$ cat src/rtl/tk1_spi_flash_reader_pkg.sv
// Shared opcodes and FSM/byte-phase encodings for the tk1 SPI flash reader.
// TK1_SPI_FLASH_FAST_READ_EN adds the DUMMY state encoding.
package tk1_spi_flash_reader_pkg;

  localparam logic [7:0] OP_READ      = 8'h03;
  localparam logic [7:0] OP_FAST_READ = 8'h0B;

  typedef enum logic [3:0] {
    ST_DESEL_INIT = 4'd0,
    ST_IDLE       = 4'd1,
    ST_SELECT     = 4'd2,
    ST_CMD        = 4'd3,
    ST_ADDR2      = 4'd4,
    ST_ADDR1      = 4'd5,
    ST_ADDR0      = 4'd6,
`ifdef TK1_SPI_FLASH_FAST_READ_EN
    ST_DUMMY      = 4'd7,
`endif
    ST_DATA       = 4'd8,
    ST_DESELECT   = 4'd9,
    ST_GAP        = 4'd10,
    ST_DONE       = 4'd11
  } fsm_state_e;

  typedef enum logic [1:0] {
    PH_IDLE  = 2'd0,
    PH_WAIT0 = 2'd1,
    PH_WAIT  = 2'd2,
    PH_DONE  = 2'd3
  } byte_phase_e;

endpackage

$ cat src/rtl/tk1_spi_byte_issue.sv
// One SPI byte transfer against the tk1 master: start strobe when the master is idle,
// skip the stale ready cycle, capture rx on completion and pulse byte_done_o.
module tk1_spi_byte_issue
  import tk1_spi_flash_reader_pkg::*;
(
  input  logic       clk_i,
  input  logic       reset_i,
  input  logic       go_i,
  input  logic [7:0] tx_byte_i,
  input  logic       spi_ready_i,
  input  logic [7:0] spi_rx_data_i,
  output logic       spi_start_o,
  output logic [7:0] spi_tx_data_o,
  output logic       spi_tx_data_vld_o,
  output logic       byte_done_o,
  output logic [7:0] rx_byte_o
);

  byte_phase_e phase_q, phase_d;
  logic [7:0]  rx_q, rx_d;

  always_comb begin
    phase_d           = phase_q;
    rx_d              = rx_q;
    spi_start_o       = 1'b0;
    spi_tx_data_o     = 8'h00;
    spi_tx_data_vld_o = 1'b0;
    byte_done_o       = 1'b0;
    case (phase_q)
      PH_IDLE: begin
        if (go_i && spi_ready_i) begin
          spi_start_o       = 1'b1;
          spi_tx_data_o     = tx_byte_i;
          spi_tx_data_vld_o = 1'b1;
          phase_d           = PH_WAIT0;
        end
      end
      // ready may still read high from the previous byte in this cycle
      PH_WAIT0: phase_d = PH_WAIT;
      PH_WAIT: begin
        if (spi_ready_i) begin
          rx_d    = spi_rx_data_i;
          phase_d = PH_DONE;
        end
      end
      PH_DONE: begin
        byte_done_o = 1'b1;
        phase_d     = PH_IDLE;
      end
      default: phase_d = PH_IDLE;
    endcase
  end

  always_ff @(posedge clk_i) begin
    if (reset_i) begin
      phase_q <= PH_IDLE;
      rx_q    <= 8'h00;
    end else begin
      phase_q <= phase_d;
      rx_q    <= rx_d;
    end
  end

  assign rx_byte_o = rx_q;

endmodule

$ cat src/rtl/tk1_spi_flash_reader.sv
// Flash read sequencer: select, opcode + 24-bit address, cmd_len data bytes, deselect, tSHSL gap.
// TK1_SPI_FLASH_FAST_READ_EN switches to opcode 0x0B with one dummy byte before data.
module tk1_spi_flash_reader
  import tk1_spi_flash_reader_pkg::*;
#(
  parameter int         LEN_W   = 12,
  parameter int         CS_GAP  = 4,
  parameter logic [7:0] READ_OP = OP_READ
) (
  input  logic             clk_i,
  input  logic             reset_i,
  input  logic             cmd_start_i,
  input  logic [23:0]      cmd_addr_i,
  input  logic [LEN_W-1:0] cmd_len_i,
  output logic             busy_o,
  output logic             done_o,
  output logic [7:0]       rd_data_o,
  output logic             rd_valid_o,
  input  logic             rd_ready_i,
  output logic             spi_enable_o,
  output logic             spi_enable_vld_o,
  output logic             spi_start_o,
  output logic [7:0]       spi_tx_data_o,
  output logic             spi_tx_data_vld_o,
  input  logic [7:0]       spi_rx_data_i,
  input  logic             spi_ready_i
);

`ifdef TK1_SPI_FLASH_FAST_READ_EN
  localparam logic [7:0] CMD_OP = OP_FAST_READ;
`else
  localparam logic [7:0] CMD_OP = READ_OP;
`endif
  localparam int GAP_W = (CS_GAP > 1) ? $clog2(CS_GAP) : 1;
  localparam logic [GAP_W-1:0] GAP_LAST = GAP_W'(CS_GAP - 1);

  fsm_state_e       state_q, state_d;
  logic [23:0]      addr_q, addr_d;
  logic [LEN_W-1:0] cnt_q, cnt_d;
  logic [GAP_W-1:0] gap_q, gap_d;
  logic [7:0]       rd_data_q, rd_data_d;
  logic             rd_valid_q, rd_valid_d;

  logic       byte_go;
  logic       byte_done;
  logic [7:0] tx_byte;
  logic [7:0] rx_byte;

  tk1_spi_byte_issue u_byte_issue (
    .clk_i            (clk_i),
    .reset_i          (reset_i),
    .go_i             (byte_go),
    .tx_byte_i        (tx_byte),
    .spi_ready_i      (spi_ready_i),
    .spi_rx_data_i    (spi_rx_data_i),
    .spi_start_o      (spi_start_o),
    .spi_tx_data_o    (spi_tx_data_o),
    .spi_tx_data_vld_o(spi_tx_data_vld_o),
    .byte_done_o      (byte_done),
    .rx_byte_o        (rx_byte)
  );

  always_comb begin
    state_d    = state_q;
    addr_d     = addr_q;
    cnt_d      = cnt_q;
    gap_d      = gap_q;
    rd_data_d  = rd_data_q;
    rd_valid_d = rd_valid_q;
    case (state_q)
      ST_DESEL_INIT: state_d = ST_IDLE;
      ST_IDLE: begin
        if (cmd_start_i) begin
          if (cmd_len_i == '0) begin
            state_d = ST_DONE;
          end else begin
            addr_d  = cmd_addr_i;
            cnt_d   = cmd_len_i;
            state_d = ST_SELECT;
          end
        end
      end
      ST_SELECT: state_d = ST_CMD;
      ST_CMD:    if (byte_done) state_d = ST_ADDR2;
      ST_ADDR2:  if (byte_done) state_d = ST_ADDR1;
      ST_ADDR1:  if (byte_done) state_d = ST_ADDR0;
`ifdef TK1_SPI_FLASH_FAST_READ_EN
      ST_ADDR0:  if (byte_done) state_d = ST_DUMMY;
      ST_DUMMY:  if (byte_done) state_d = ST_DATA;
`else
      ST_ADDR0:  if (byte_done) state_d = ST_DATA;
`endif
      ST_DATA: begin
        if (byte_done) begin
          rd_data_d  = rx_byte;
          rd_valid_d = 1'b1;
        end else if (rd_valid_q && rd_ready_i) begin
          rd_valid_d = 1'b0;
          cnt_d      = cnt_q - LEN_W'(1);
          if (cnt_q == LEN_W'(1)) state_d = ST_DESELECT;
        end
      end
      ST_DESELECT: begin
        gap_d   = '0;
        state_d = ST_GAP;
      end
      ST_GAP: begin
        if (gap_q == GAP_LAST) state_d = ST_DONE;
        else gap_d = gap_q + GAP_W'(1);
      end
      ST_DONE: state_d = ST_IDLE;
      default: state_d = ST_DESEL_INIT;
    endcase
  end

  always_ff @(posedge clk_i) begin
    if (reset_i) begin
      state_q    <= ST_DESEL_INIT;
      addr_q     <= '0;
      cnt_q      <= '0;
      gap_q      <= '0;
      rd_data_q  <= 8'h00;
      rd_valid_q <= 1'b0;
    end else begin
      state_q    <= state_d;
      addr_q     <= addr_d;
      cnt_q      <= cnt_d;
      gap_q      <= gap_d;
      rd_data_q  <= rd_data_d;
      rd_valid_q <= rd_valid_d;
    end
  end

  // A DATA byte is only requested once the previous one has been handed off.
  always_comb begin
    byte_go = 1'b0;
    tx_byte = 8'h00;
    case (state_q)
      ST_CMD:   begin byte_go = 1'b1; tx_byte = CMD_OP;        end
      ST_ADDR2: begin byte_go = 1'b1; tx_byte = addr_q[23:16]; end
      ST_ADDR1: begin byte_go = 1'b1; tx_byte = addr_q[15:8];  end
      ST_ADDR0: begin byte_go = 1'b1; tx_byte = addr_q[7:0];   end
`ifdef TK1_SPI_FLASH_FAST_READ_EN
      ST_DUMMY: byte_go = 1'b1;
`endif
      ST_DATA:  byte_go = !rd_valid_q;
      default:  byte_go = 1'b0;
    endcase
  end

  assign busy_o           = (state_q != ST_DESEL_INIT) && (state_q != ST_IDLE) && (state_q != ST_DONE);
  assign done_o           = (state_q == ST_DONE);
  assign spi_enable_o     = (state_q == ST_SELECT);
  assign spi_enable_vld_o = (state_q == ST_DESEL_INIT) || (state_q == ST_SELECT) || (state_q == ST_DESELECT);
  assign rd_data_o        = rd_data_q;
  assign rd_valid_o       = rd_valid_q;

endmodule

$ cat config.mk
export PLATFORM = sky130hd
export DESIGN_NAME = tk1_spi_flash_reader
export DESIGN_NICKNAME = d
export VERILOG_FILES = /design/src/rtl/tk1_spi_flash_reader_pkg.sv /design/src/rtl/tk1_spi_byte_issue.sv /design/src/rtl/tk1_spi_flash_reader.sv
export SDC_FILE = /design/constraint.sdc
export NUM_CORES = 1
export LEC_CHECK = 0
export BUFFER_PORTS_ARGS = -buffer_cell sky130_fd_sc_hd__buf_2
export CORE_UTILIZATION = 39
export CTS_CLUSTER_SIZE = 10
export DETAILED_ROUTE_END_ITERATION = 7
export PLACE_DENSITY_LB_ADDON = 0.25
export SLEW_MARGIN = 15
export SYNTH_ARGS = -nofsm -noshare
export SYNTH_HDL_FRONTEND = slang
export SYNTH_SLANG_ARGS = --single-unit
$ cat constraint.sdc
create_clock -name clk_i -period 2.5 [get_ports clk_i]
set_input_delay 0 -clock clk_i [delete_from_list [all_inputs] [get_ports clk_i]]
set_output_delay 0 -clock clk_i [all_outputs]
set_load 0.01 [all_outputs]
**Word-level counts from Yosys, hierarchy flattened**

Cells that the tools add are included.

- Equality and inequality tests: 30
- Multiplexer cells: 30
- Divide/modulo/power cells: 0
- Add/sub/neg operators: 2
- Magnitude comparators: 0
- Multiply operators: 0
- Shifts and indexed selects: 0
- Bitwise operators: 1
- Reduce and logical (&&, ||, !) cells: 24

Operators by type and width:

| cell | count |
|---|---|
| $mux 12 | 4 |
| $mux 4 | 10 |
| $pmux 4 s10 | 1 |
| $pmux 8 s4 | 1 |
| $ne 2x2->1 const B | 12 |
| $pmux 12 s2 | 1 |
| $eq 4x4->1 const B | 4 |
| $mux 8 | 2 |
| $eq 12x1->1 const B | 1 |
| $eq 4x3->1 const B | 3 |
| $logic_not 12->1 | 1 |
| $sub 12x1->12 const B | 1 |
| $reduce_and 2->1 | 5 |
| $reduce_and 9->1 | 1 |
| $eq 4x2->1 const B | 2 |
| $pmux 2 s4 | 1 |
| $eq 2x2->1 const B | 3 |
| $mux 2 | 3 |
| $reduce_bool 2->1 | 3 |
| $mux 1 | 5 |
| $reduce_and 5->1 | 1 |
| $eq 4x1->1 const B | 1 |
| $logic_and 1x1->1 | 4 |
| $logic_not 4->1 | 1 |
| 15 further kinds | 16 |

- Memories: 0
- Bits in read-only memories: 0
- Output and inout port bits: 23
- Bits in latches: 0
- Bits in registers: 61
- Memory bits (writable): 0

**Logic depth before layout (Yosys ltp)**

Gate-level depths: netlist of run 1.

- Word-level depth: 6
- Depth in mapped cells: 8

**By module**

From an unflattened synthesis of run 1, not the netlist that was laid out.

- Cell total of the unflattened synthesis: 440
- Area total of the unflattened synthesis: 3337.0 um2

Modules (own cells, without submodules):

| module | sequential area each (um2) | area each (um2) | cells each | times used |
|---|---|---|---|---|
| tk1_spi_flash_reader | 1021.0 | 2800.2 | 377 | 1 |
| tk1_spi_byte_issue | 200.2 | 536.8 | 63 | 1 |

**Worst setup path before layout of run 1**

No wires, ideal clock.

- Kind: reg-to-reg
- From: register state_q[2]
- To: register addr_q[22]
- Required time: 2372 ps
- Setup time: 128 ps
- Stages on the path, launching flop included: 8
- Slack: 617 ps
- Buffers on the path: 2
- Data arrival time: 1755 ps
- Cell sequence: dfxtp_1 > buf_2 > nor4b_1 > nand2_1 > a31oi_2 > buf_6 > mux2i_1 > nor2_1

- Word-level cells in the longest chain between the ends: 2

RTL lines:

| what | line | source |
|---|---|---|
| from (decl) | tk1_spi_flash_reader.sv:37 | `fsm_state_e state_q, state_d;` |
| from (signal assigned) | tk1_spi_flash_reader.sv:125 | `state_q <= state_d;` |
| $eq 4x1->1 | tk1_spi_flash_reader.sv:70 | `case (state_q)` |
| $reduce_and 3->1 (no source line) | -- |  |
| to (signal assigned) | tk1_spi_flash_reader.sv:126 | `addr_q <= addr_d;` |
| to (decl) | tk1_spi_flash_reader.sv:38 | `logic [23:0] addr_q, addr_d;` |

No other way between the ends.
A chain may end at the register's enable or synchronous reset.

**Worst setup path in the final report of run 1**

- From: register state_q[2]
- To: output spi_tx_data_o[6]

- Word-level cells in the longest chain between the ends: 6
- Elaborated cells between the ends (all ways): 11

RTL lines:

| what | line | source |
|---|---|---|
| $eq 4x3->1 or $eq 4x2->1 (tied branches) | tk1_spi_flash_reader.sv:138 | `case (state_q)` |
| $reduce_or 4->1 (no source line) | -- |  |
| $pmux 1 s2 | tk1_spi_flash_reader.sv:138 |  |
| $logic_and 1x1->1 | tk1_spi_byte_issue.sv:31 | `if (go_i && spi_ready_i) begin` |
| $mux 8 (*) | tk1_spi_byte_issue.sv:31 |  |
| $mux 8 (*) | tk1_spi_byte_issue.sv:29 | `case (phase_q)` |
| to (decl) | tk1_spi_flash_reader.sv:23 | `output logic [7:0] spi_tx_data_o,` |

Mark *: on every way between the ends. The rest lies on a longest branch, timed or not.

==> results of run 1 <==
-- cell type report --
cell class,instances,area [sq um],area share
Timing Repair Buffer,117,798,0.191
Clock buffer,11,151,0.0362
Tap cell,102,128,0.0305
Multi-Input combinational cell,300,1830,0.436
Inverter,7,26.3,0.00627
Clock inverter,5,33.8,0.00807
Sequential cell,61,1220,0.292
-- layout by cell type (no fill, tap or decap), drive strengths merged, types with 4 or more instances in the layout --
cell type     n
or2           5
nand2        33
inv           8
a21o          6
clkbuf       11
dlygate4sd3  34
buf          83
nor2         60
and2          4
dfxtp        61
o21ai        18
nand3        21
nor4          6
mux2i        31
nor2b         9
a21oi        44
ha            6
nand2b        5
nor3          6
nor3b         4
-- power groups by stage --
stage          logic, mW  clock network [mW]  registers [mW]
2_1_floorplan      0.999                   0            1.19
3_3_place_gp        1.25                   0            1.22
3_5_place_dp        1.26                   0            1.23
4_1_cts             1.31               0.835            1.21
5_1_grt             1.47               0.882            1.23
6_report            1.32               0.814            1.21
-- per-stage QoR --
stage,total power [mW],std cells,instance area (sq um)
3_3_place_gp,2.47,553,3660
2_1_floorplan,2.19,399,3200
6_report,3.35,603,4190
5_1_grt,3.58,603,4190
4_1_cts,3.35,603,4180
3_5_place_dp,2.49,553,3660
-- worst max-delay path: cells and delay by family, from the launching register on --
family          cells  cell delay, ps
simple gates        4            1360
flops               1             370
buf+inv             1             130
compound gates      1             100
-- repair_timing --
| action | 4_1_cts | 5_1_grt |
|---|---|---|
| hold buffers | 34 | 0 |
| resized for setup | 0 | 3 |
| setup endpoints to repair | 0 | 6 |
| setup buffers | 0 | 0 |
| hold endpoints to repair | 34 | 0 |
-- worst max path at each step --
stage / slack (ps) / to / cells past startpoint / from
3_3_place_gp: 450 / spi_tx_data_o[3] / 7 / state_q[2]$_SDFFE_PP0P_
2_1_floorplan: 620 / addr_q[22]$_SDFFE_PP0P_ / 7 / state_q[2]$_SDFFE_PP0P_
3_5_place_dp: 420 / spi_tx_data_o[6] / 7 / state_q[2]$_SDFFE_PP0P_
6_report: 190 / spi_tx_data_o[6] / 6 / state_q[2]$_SDFFE_PP0P_
5_1_grt: 60 / spi_tx_data_o[5] / 6 / state_q[2]$_SDFFE_PP0P_
4_1_cts: 40 / spi_tx_data_o[6] / 7 / state_q[2]$_SDFFE_PP0P_
-- layer usage --
layer / part of all wire / wire length [um]
met1: 0.46 / 3820
met3: 0.026 / 219
met5: 0 / 0
met4: 0.025 / 208
met2: 0.49 / 4130
-- sequential cells by signal, summed over array words and instances (netlist names) --
register                flops
addr_q                     24
cnt_q                      12
gap_q                       2
rd_data_o                   8
rd_valid_o                  1
state_q                     4
u_byte_issue.phase_q        2
u_byte_issue.rx_byte_o      8
-- cells by family after synthesis --
kind of cell | share of synthesized area
adder cells (fa/ha/maj) | 0.0234
flip-flops | 0.381
multiplexers | 0.107
buffers and inverters | 0.0523
AO/OA/AOI/OAI | 0.168
AND/OR/NAND/NOR | 0.268
==> impl_metrics.json, run 1 <==
{
  "status": "complete, no violations",
  "grt_use_met3": 0.0402,
  "syn_inst": 399,
  "die_area_sq_um": 8580,
  "slowest_delay_ps": 580,
  "rows": 32,
  "async_reset_ff_frac": 0,
  "grt_use_met1": 0.253,
  "holdPathStages": 3,
  "syn-cell-area_sq_um": 3200,
  "power_frac_comb": 0.395,
  "max_freq_mhz": 433,
  "hp-start": "cmd_len_i[4]",
  "avgViaCountPerCell": 5.18,
  "startpoint_type": "flop",
  "syn_to_final_growth_pct": 30.7,
  "wl_mm": 8.38,
  "p_int_mw": 2.11,
  "dp_hpwl_mm": 5.57,
  "reg2reg_to": "cnt_q[5]$_SDFFE_PP0P_",
  "netlist.area_leader.share": 0.381,
  "grt_pass1_vias": 3082,
  "clkLatencyLatePin_ps": 340,
  "clock-sinks": 61,
  "syn_nets": 454,
  "clockRootBuffer": "clkbuf_8",
  "rsz0062_at_grt": "false",
  "max_cap_viol_count": 0,
  "num-fill-cells": 776,
  "final_nets": 551,
  "synth_cell_types": 52,
  "worstPathCellList": "or4b_4, nor2_1, o21ai_1, or4b_4, nor2_1, buf_2",
  "worst_pin_slew_ps": 777,
  "synth_seq_cells": 61,
  "clk_pin_slew_ps": 70,
  "cp.required_ps": 2500,
  "cts_tree": "done",
  "start_util": 0.408,
  "finClkSkew_ps": 6.19,
  "r2r_setup_slack_ps": 450,
  "max_slew_margin": 0.482,
  "gp_congestion": 0.775,
  "use_met2": 0.345,
  "setup_tns_ps": 0,
  "path_max_fanout": 10,
  "worstRegToRegCells": 6,
  "peakVddDrop_mv": 0.316,
  "num_vias": 3121,
  "diodes": 0,
  "port_buffers": 71,
  "synthTopCellsByCount": "61 x dfxtp_1, 60 x nor2_1, 44 x a21oi_1",
  "overflow": 0,
  "firstDrtPassIters": 4,
  "drtIter0Drc": 138,
  "core_sq_um": 7850,
  "die_w_um": 92.6,
  "antenna_left": 0,
  "antenna_found_initial": 0,
  "power_density_nw_per_um2": 799,
  "p_leak_nw": 1.67,
  "switchingPower_mw": 1.24,
  "grt_max_degree": 38,
  "wl_per_cell_um": 13.9,
  "synth_warnings": 0,
  "synth_top_area_cell": "dfxtp_1",
  "grt_first_pass_wirelength_mm": 14.2,
  "clk_path_buf_depth": 2,
  "final_core_util": 0.534,
  "post-place-ws_ps": 417,
  "synth_area_leaders": "dfxtp_1 38%, mux2i_1 9.7%, nor2_1 7.0%",
  "r2r_start": "state_q[1]$_SDFFE_PP0P_",
  "critPathCaptureType": "output port",
  "min_delay_worst_endpoint": "cnt_q[4]$_SDFFE_PP0P_",
  "p_clk_frac": 0.243,
  "cts_max_level": 3,
  "share_seq_of_total_power": 0.361,
  "whs_ps": 12.2,
  "cp.arrival_ps": 2310,
  "syn_area_per_cell_sq_um": 8.03,
  "drive_gt1_frac": 0.238,
  "min_period_ps": 2310,
  "finalMaxSlewViolations": 0,
  "busiest_layer": "met2",
  "swShare": 0.371,
  "yosysSeqAreaShare": 0.381,
  "yosys.cell_count.top_type": "dfxtp_1",
  "setup_viol": 0,
  "fin_ws_ps": 189,
  "worst_path_max_delay_cell": "or4b_4",
  "yosys_most_used_dff": "dfxtp_1",
  "tritoncts.num_buffers": 9,
  "hold_path.class": "in2reg",
  "period_share": 0.924,
  "synth_edf_count": 0,
  "die_h_um": 92.6,
  "grtUsageTotal": 0.206,
  "final_hold_viol_count": 0,
  "worstSetupPathType": "reg2out",
  "io_pins": 72,
  "drc_errors": 0
}
No activity file was read; power rests on OpenSTA's default activity.
==> run 2: changes to the inputs <==
--- a/config.mk
+++ b/config.mk
@@ -7,10 +7,12 @@
 export LEC_CHECK = 0
 export BUFFER_PORTS_ARGS = -buffer_cell sky130_fd_sc_hd__buf_2
 export CORE_UTILIZATION = 39
+export CTS_BUF_LIST = sky130_fd_sc_hd__clkbuf_16
 export CTS_CLUSTER_SIZE = 10
 export DETAILED_ROUTE_END_ITERATION = 7
 export PLACE_DENSITY_LB_ADDON = 0.25
 export SLEW_MARGIN = 15
 export SYNTH_ARGS = -nofsm -noshare
 export SYNTH_HDL_FRONTEND = slang
+export SYNTH_HIERARCHICAL = 1
 export SYNTH_SLANG_ARGS = --single-unit
==> impl_metrics.json, run 2 <==
{
  "status": "complete, no violations",
  "finalMaxSlewViolations": 0,
  "whs_ps": 12.7,
  "cp_num_cells": 8,
  "hold_path.class": "in2reg",
  "min_period_ps": 2230,
  "dp_cells": 597,
  "reg_top3": "addr_q: 24 flops, cnt_q: 12 flops",
  "cp.arrival_ps": 2230,
  "clk_pin_slew_ps": 50,
  "cp.required_ps": 2500,
  "netlist.area_leader.share": 0.366,
  "synth_warnings": 6,
  "drtIter0Drc": 198,
  "setup_tns_ps": 0,
  "power_density_nw_per_um2": 921,
  "gp_congestion": 0.857,
  "top_register": "addr_q",
  "antenna_found_initial": 0,
  "critPathCaptureType": "output port",
  "die_area_sq_um": 8930,
  "critPathTopFamily": "simple AND/OR/NAND/NOR gates",
  "drive_gt1_frac": 0.227,
  "port_buffers": 71,
  "wl_mm": 9.37,
  "holdPathStages": 4,
  "synth_cell_types": 58,
  "syn_to_final_growth_pct": 32.6,
  "die_h_um": 94.5,
  "cts_setup_buffers": 0,
  "fin_ws_ps": 267,
  "place_area_sq_um": 3770,
  "path_buf_inv": 3,
  "syn-cell-area_sq_um": 3340,
  "final_common_cell": "nand2_1",
  "final_nets": 592,
  "overflow": 0,
  "p_leak_nw": 1.79,
  "syn_nets": 496,
  "start_util": 0.404,
  "max_slew_margin": 0.592,
  "worstRegToRegCells": 6,
  "synthTopCellsByCount": "93 x nand2_1, 66 x a21oi_1, 61 x dfxtp_1",
  "slowest_delay_ps": 320,
  "grt_first_pass_wirelength_mm": 15.2,
  "grt_max_degree": 35,
  "core_sq_um": 8260,
  "syn_area_per_cell_sq_um": 7.58,
  "antenna_left": 0,
  "firstDrtPassIters": 5,
  "worstSetupPathType": "reg2out",
  "cts_tree": "done",
  "wl_per_cell_um": 14.5,
  "rows": 33,
  "period_share": 0.893,
  "io_pins": 72,
  "p_total_mw": 4.08,
  "grt_pass1_vias": 3263,
  "worst_path_max_delay_cell": "dfxtp_1",
  "worstPathCellList": "buf_4, inv_1, nor4_1, a21oi_1, o22ai_1, and3_2, and2_1, buf_2",
  "max_cap_viol_count": 0,
  "tritoncts.num_buffers": 9,
  "cts_max_level": 3,
  "design_area_sq_um": 4430,
  "drc_errors": 0,
  "layout.cells.non_filler": 646,
  "rsz0062_at_grt": "false",
  "async_reset_ff_frac": 0,
  "final_core_util": 0.536,
  "clk_path_buf_depth": 2,
  "num_vias": 3503,
  "yosys.cell_count.top_type": "nand2_1",
  "synth_area_leaders": "dfxtp_1 37%, nand2_1 10%, a21oi_1 9.9%",
  "diodes": 0,
  "yosysSeqAreaShare": 0.366,
  "avgViaCountPerCell": 5.42,
  "clock-sinks": 61,
  "synth_seq_cells": 61,
  "yosys_most_used_dff": "dfxtp_1",
  "dp_hpwl_mm": 6.17,
  "path_max_fanout": 21,
  "most-common-layout-cells": "93 x nand2_1, 71 x buf_2, 66 x a21oi_1, 61 x dfxtp_1, 33 x dlygate4sd3_1",
  "die_w_um": 94.5,
  "peakVddDrop_mv": 0.373,
  "largest_reg_flops": 24,
  "clockRootBuffer": "clkbuf_16",
  "grtUsageTotal": 0.216,
  "setup_viol": 0,
  "clkLatencyLatePin_ps": 330,
  "synth_top_area_cell": "dfxtp_1",
  "post-place-ws_ps": 444,
  "finClkSkew_ps": 5.99,
  "worst_pin_slew_ps": 609,
  "synth_edf_count": 0,
  "startpoint_type": "flop",
  "final_hold_viol_count": 0,
  "max_freq_mhz": 448,
  "syn_inst": 440
}
## run 2: cell count changes in the layout (fill, tap and decap cells not counted), moves of 9 or more
cell / before / now
clkbuf_8: 11 / 0
nand2_1: 33 / 93
clkbuf_16: 0 / 9
mux2i_1: 31 / 0
nor2_1: 60 / 20
a21oi_1: 44 / 66
## run 2: area by class of cell
class	instances	area, sq um
clock buffer	9	225
multi-input combinational	335	1920
clock inverter	7	90.1
sequential	61	1220
tap	105	131
timing repair buffer	117	796
inverter	12	45.0
fill	804	3830
## run 2: worst paths after layout
path / slack, ps / start / end
hold reg to reg: 450 / addr_q[10]$_SDFFE_PP0P_ / addr_q[10]$_SDFFE_PP0P_
setup / recovery: 270 / state_q[3]$_SDFFE_PP0P_ / spi_tx_data_o[4]
setup reg to reg: 470 / u_byte_issue/phase_q[1]$_SDFFE_PP0P_ / state_q[0]$_SDFFE_PP0P_
hold / removal: 10 / rd_ready_i / rd_valid_o$_SDFFE_PP0P_
## run 2: kinds of logic (layout without fill, tap and decap cells)
family                   after synthesis  count (layout)  synth area share
AND/OR/NAND/NOR                      204             204             0.310
AO/OA/AOI/OAI                        124             124             0.236
flip-flops                            61              61             0.366
buffers and inverters                 44             145            0.0611
adder cells (fa/ha/maj)                7               7            0.0262
## run 2: what timing repair did
item	CTS	global route
endpoints found under the hold margin	33	0
hold buffers	33	0
gates resized for setup	0	1
endpoints found under the setup margin	0	8
## run 2: power by group
part	internal, mW	switching (mW)
Sequential	1.12	0.111
Clock	0.868	0.460
Combinational	0.590	0.925
## run 2: layer usage
layer | track usage | part of all wire
met4 | 0.0884 | 0.017
met1 | 0.276 | 0.45
met2 | 0.346 | 0.49
met3 | 0.0548 | 0.049
met5 | 0 | 0
## run 2: tightest hold or removal path, delay by kind of cell
| kind | cells | cell delay, ps |
|---|---|---|
| compound gates | 1 | 60 |
| simple gates | 2 | 120 |
| buf+inv | 1 | 110 |
==> run 3: changes to the inputs <==
--- a/config.mk
+++ b/config.mk
@@ -7,7 +7,6 @@
 export LEC_CHECK = 0
 export BUFFER_PORTS_ARGS = -buffer_cell sky130_fd_sc_hd__buf_2
 export CORE_UTILIZATION = 39
-export CTS_BUF_LIST = sky130_fd_sc_hd__clkbuf_16
 export CTS_CLUSTER_SIZE = 10
 export DETAILED_ROUTE_END_ITERATION = 7
 export PLACE_DENSITY_LB_ADDON = 0.25
==> impl_metrics.json, run 3 (same netlist as run 2, synthesis figures left out) <==
{
  "wl_per_cell_um": 14.6,
  "worst_pin_slew_ps": 624,
  "clk_pin_slew_ps": 80,
  "syn_to_final_growth_pct": 30.2,
  "overflow": 0,
  "grt_pass1_vias": 3249,
  "max_cap_viol_count": 0,
  "p_clk_frac": 0.264,
  "clkLatencyLatePin_ps": 350,
  "port_buffers": 71,
  "final_common_cell": "nand2_1",
  "setup_viol": 0,
  "maxUsedRoutingLayer": "met4",
  "drtIter0Drc": 209,
  "antenna_left": 0,
  "core_sq_um": 8260,
  "top_register": "addr_q",
  "design_area_sq_um": 4340,
  "cts_max_level": 3,
  "startpoint_type": "flop",
  "final_nets": 594,
  "cts_tree": "done",
  "worstRegToRegCells": 6,
  "finClkSkew_ps": 7.96,
  "drc_errors": 0,
  "period_share": 0.898,
  "grtUsageTotal": 0.218,
  "die_area_sq_um": 8930,
  "cp.arrival_ps": 2250,
  "slowest_delay_ps": 320,
  "tritoncts.num_buffers": 9,
  "p_int_mw": 2.27,
  "holdPathStages": 3,
  "diodes": 0,
  "start_util": 0.404,
  "num_vias": 3525,
  "io_pins": 72,
  "rsz0062_at_grt": "false",
  "die_h_um": 94.5,
  "path_max_fanout": 21,
  "dp_hpwl_mm": 6.17,
  "met1Wirelength_mm": 4.26,
  "grt_first_pass_wirelength_mm": 15.2,
  "worstPathCellList": "buf_4, inv_1, nor4_1, a21oi_1, o22ai_1, and3_2, and2_1, buf_2",
  "layout.cells.non_filler": 648,
  "cts_setup_buffers": 0,
  "share_seq_of_total_power": 0.330,
  "grt_max_degree": 35,
  "drive_gt1_frac": 0.227,
  "met2_length_mm": 4.61,
  "avgViaCountPerCell": 5.44,
  "hold_path.class": "in2reg",
  "max_slew_margin": 0.580,
  "clock-sinks": 61,
  "status": "complete, no violations",
  "dp_cells": 597,
  "gp_congestion": 0.857,
  "largest_reg_flops": 24,
  "p_leak_nw": 1.75,
  "antenna_found_initial": 0,
  "p_total_mw": 3.73,
  "power_frac_comb": 0.406,
  "setup_tns_ps": 0,
  "min_period_ps": 2250,
  "power_density_nw_per_um2": 859,
  "final_hold_viol_count": 0,
  "most-common-layout-cells": "93 x nand2_1, 71 x buf_2, 66 x a21oi_1, 61 x dfxtp_1, 35 x dlygate4sd3_1",
  "place_area_sq_um": 3770,
  "clk_path_buf_depth": 2,
  "peakVddDrop_mv": 0.285,
  "swShare": 0.391,
  "finalMaxSlewViolations": 0,
  "clockRootBuffer": "clkbuf_8",
  "worstSetupPathType": "reg2out",
  "worst_path_max_delay_cell": "dfxtp_1",
  "met3_length_um": 392,
  "reg_top3": "addr_q: 24 flops, cnt_q: 12 flops",
  "wl_mm": 9.44,
  "max_freq_mhz": 445,
  "rows": 33,
  "switchingPower_mw": 1.46,
  "firstDrtPassIters": 6,
  "die_w_um": 94.5,
  "critPathCaptureType": "output port",
  "cp.required_ps": 2500
}
==> run 3: routing by layer <==
| metal | up-vias | global-route usage |
|---|---|---|
| met5 | - | 0 |
| met4 | 0 | 0.104 |
| met1 | 1662 | 0.283 |
| li1 | 1755 | - |
| met3 | 16 | 0.0427 |
| met2 | 92 | 0.347 |
==> run 3: final timing paths <==
path,from,to,slack [ps]
max,state_q[3]$_SDFFE_PP0P_,spi_tx_data_o[4],250
min,cmd_len_i[1],cnt_q[1]$_SDFFE_PP0P_,30
max reg2reg,u_byte_issue/phase_q[1]$_SDFFE_PP0P_,state_q[0]$_SDFFE_PP0P_,480
min reg2reg,rd_data_o[6]$_SDFFE_PP0P_,rd_data_o[6]$_SDFFE_PP0P_,460
==> run 3: metrics by stage <==
step	setup WS, ps	utilization	hold WS (ps)
final	254	0.526	26.1
after global routing	56.3	0.526	54.9
after CTS	58.9	0.525	11.9
after detailed placement	444	0.457	246
after global placement	463	0.457	243
after floorplan	718	-	136
==> run 3: worst max-delay path, delay by kind of cell, from the launching register on <==
kind / cells / cell delay [ps]
and+or+nand+nor: 3 / 760
DFF: 1 / 320
AOI/OAI and AO/OA: 2 / 300
buffers and inverters: 3 / 520
==> run 3: final cells by class <==
cell class	instances	area [sq um]
clock inverters	6	86.3
clock buffers	10	128
repair buffers	119	816
flip-flops and latches	61	1220
inverters	12	45.0
fillers	824	3910
well taps	105	131
multi-input cells	335	1920
==> run 3: power by group through the flow <==
stage | clock network (mW) | registers, mW | logic [mW]
final | 0.986 | 1.23 | 1.52
after global routing | 1.05 | 1.25 | 1.68
after CTS | 1.01 | 1.23 | 1.50
after detailed placement | 0 | 1.25 | 1.45
after global placement | 0 | 1.25 | 1.42
after floorplan | 0 | 1.23 | 1.09
==> run 3: what timing repair did <==
action / CTS / global route
hold buffers: 35 / 0
hold endpoints to repair: 35 / 0
setup endpoints to repair: 0 / 8
gates resized for setup: 0 / 1
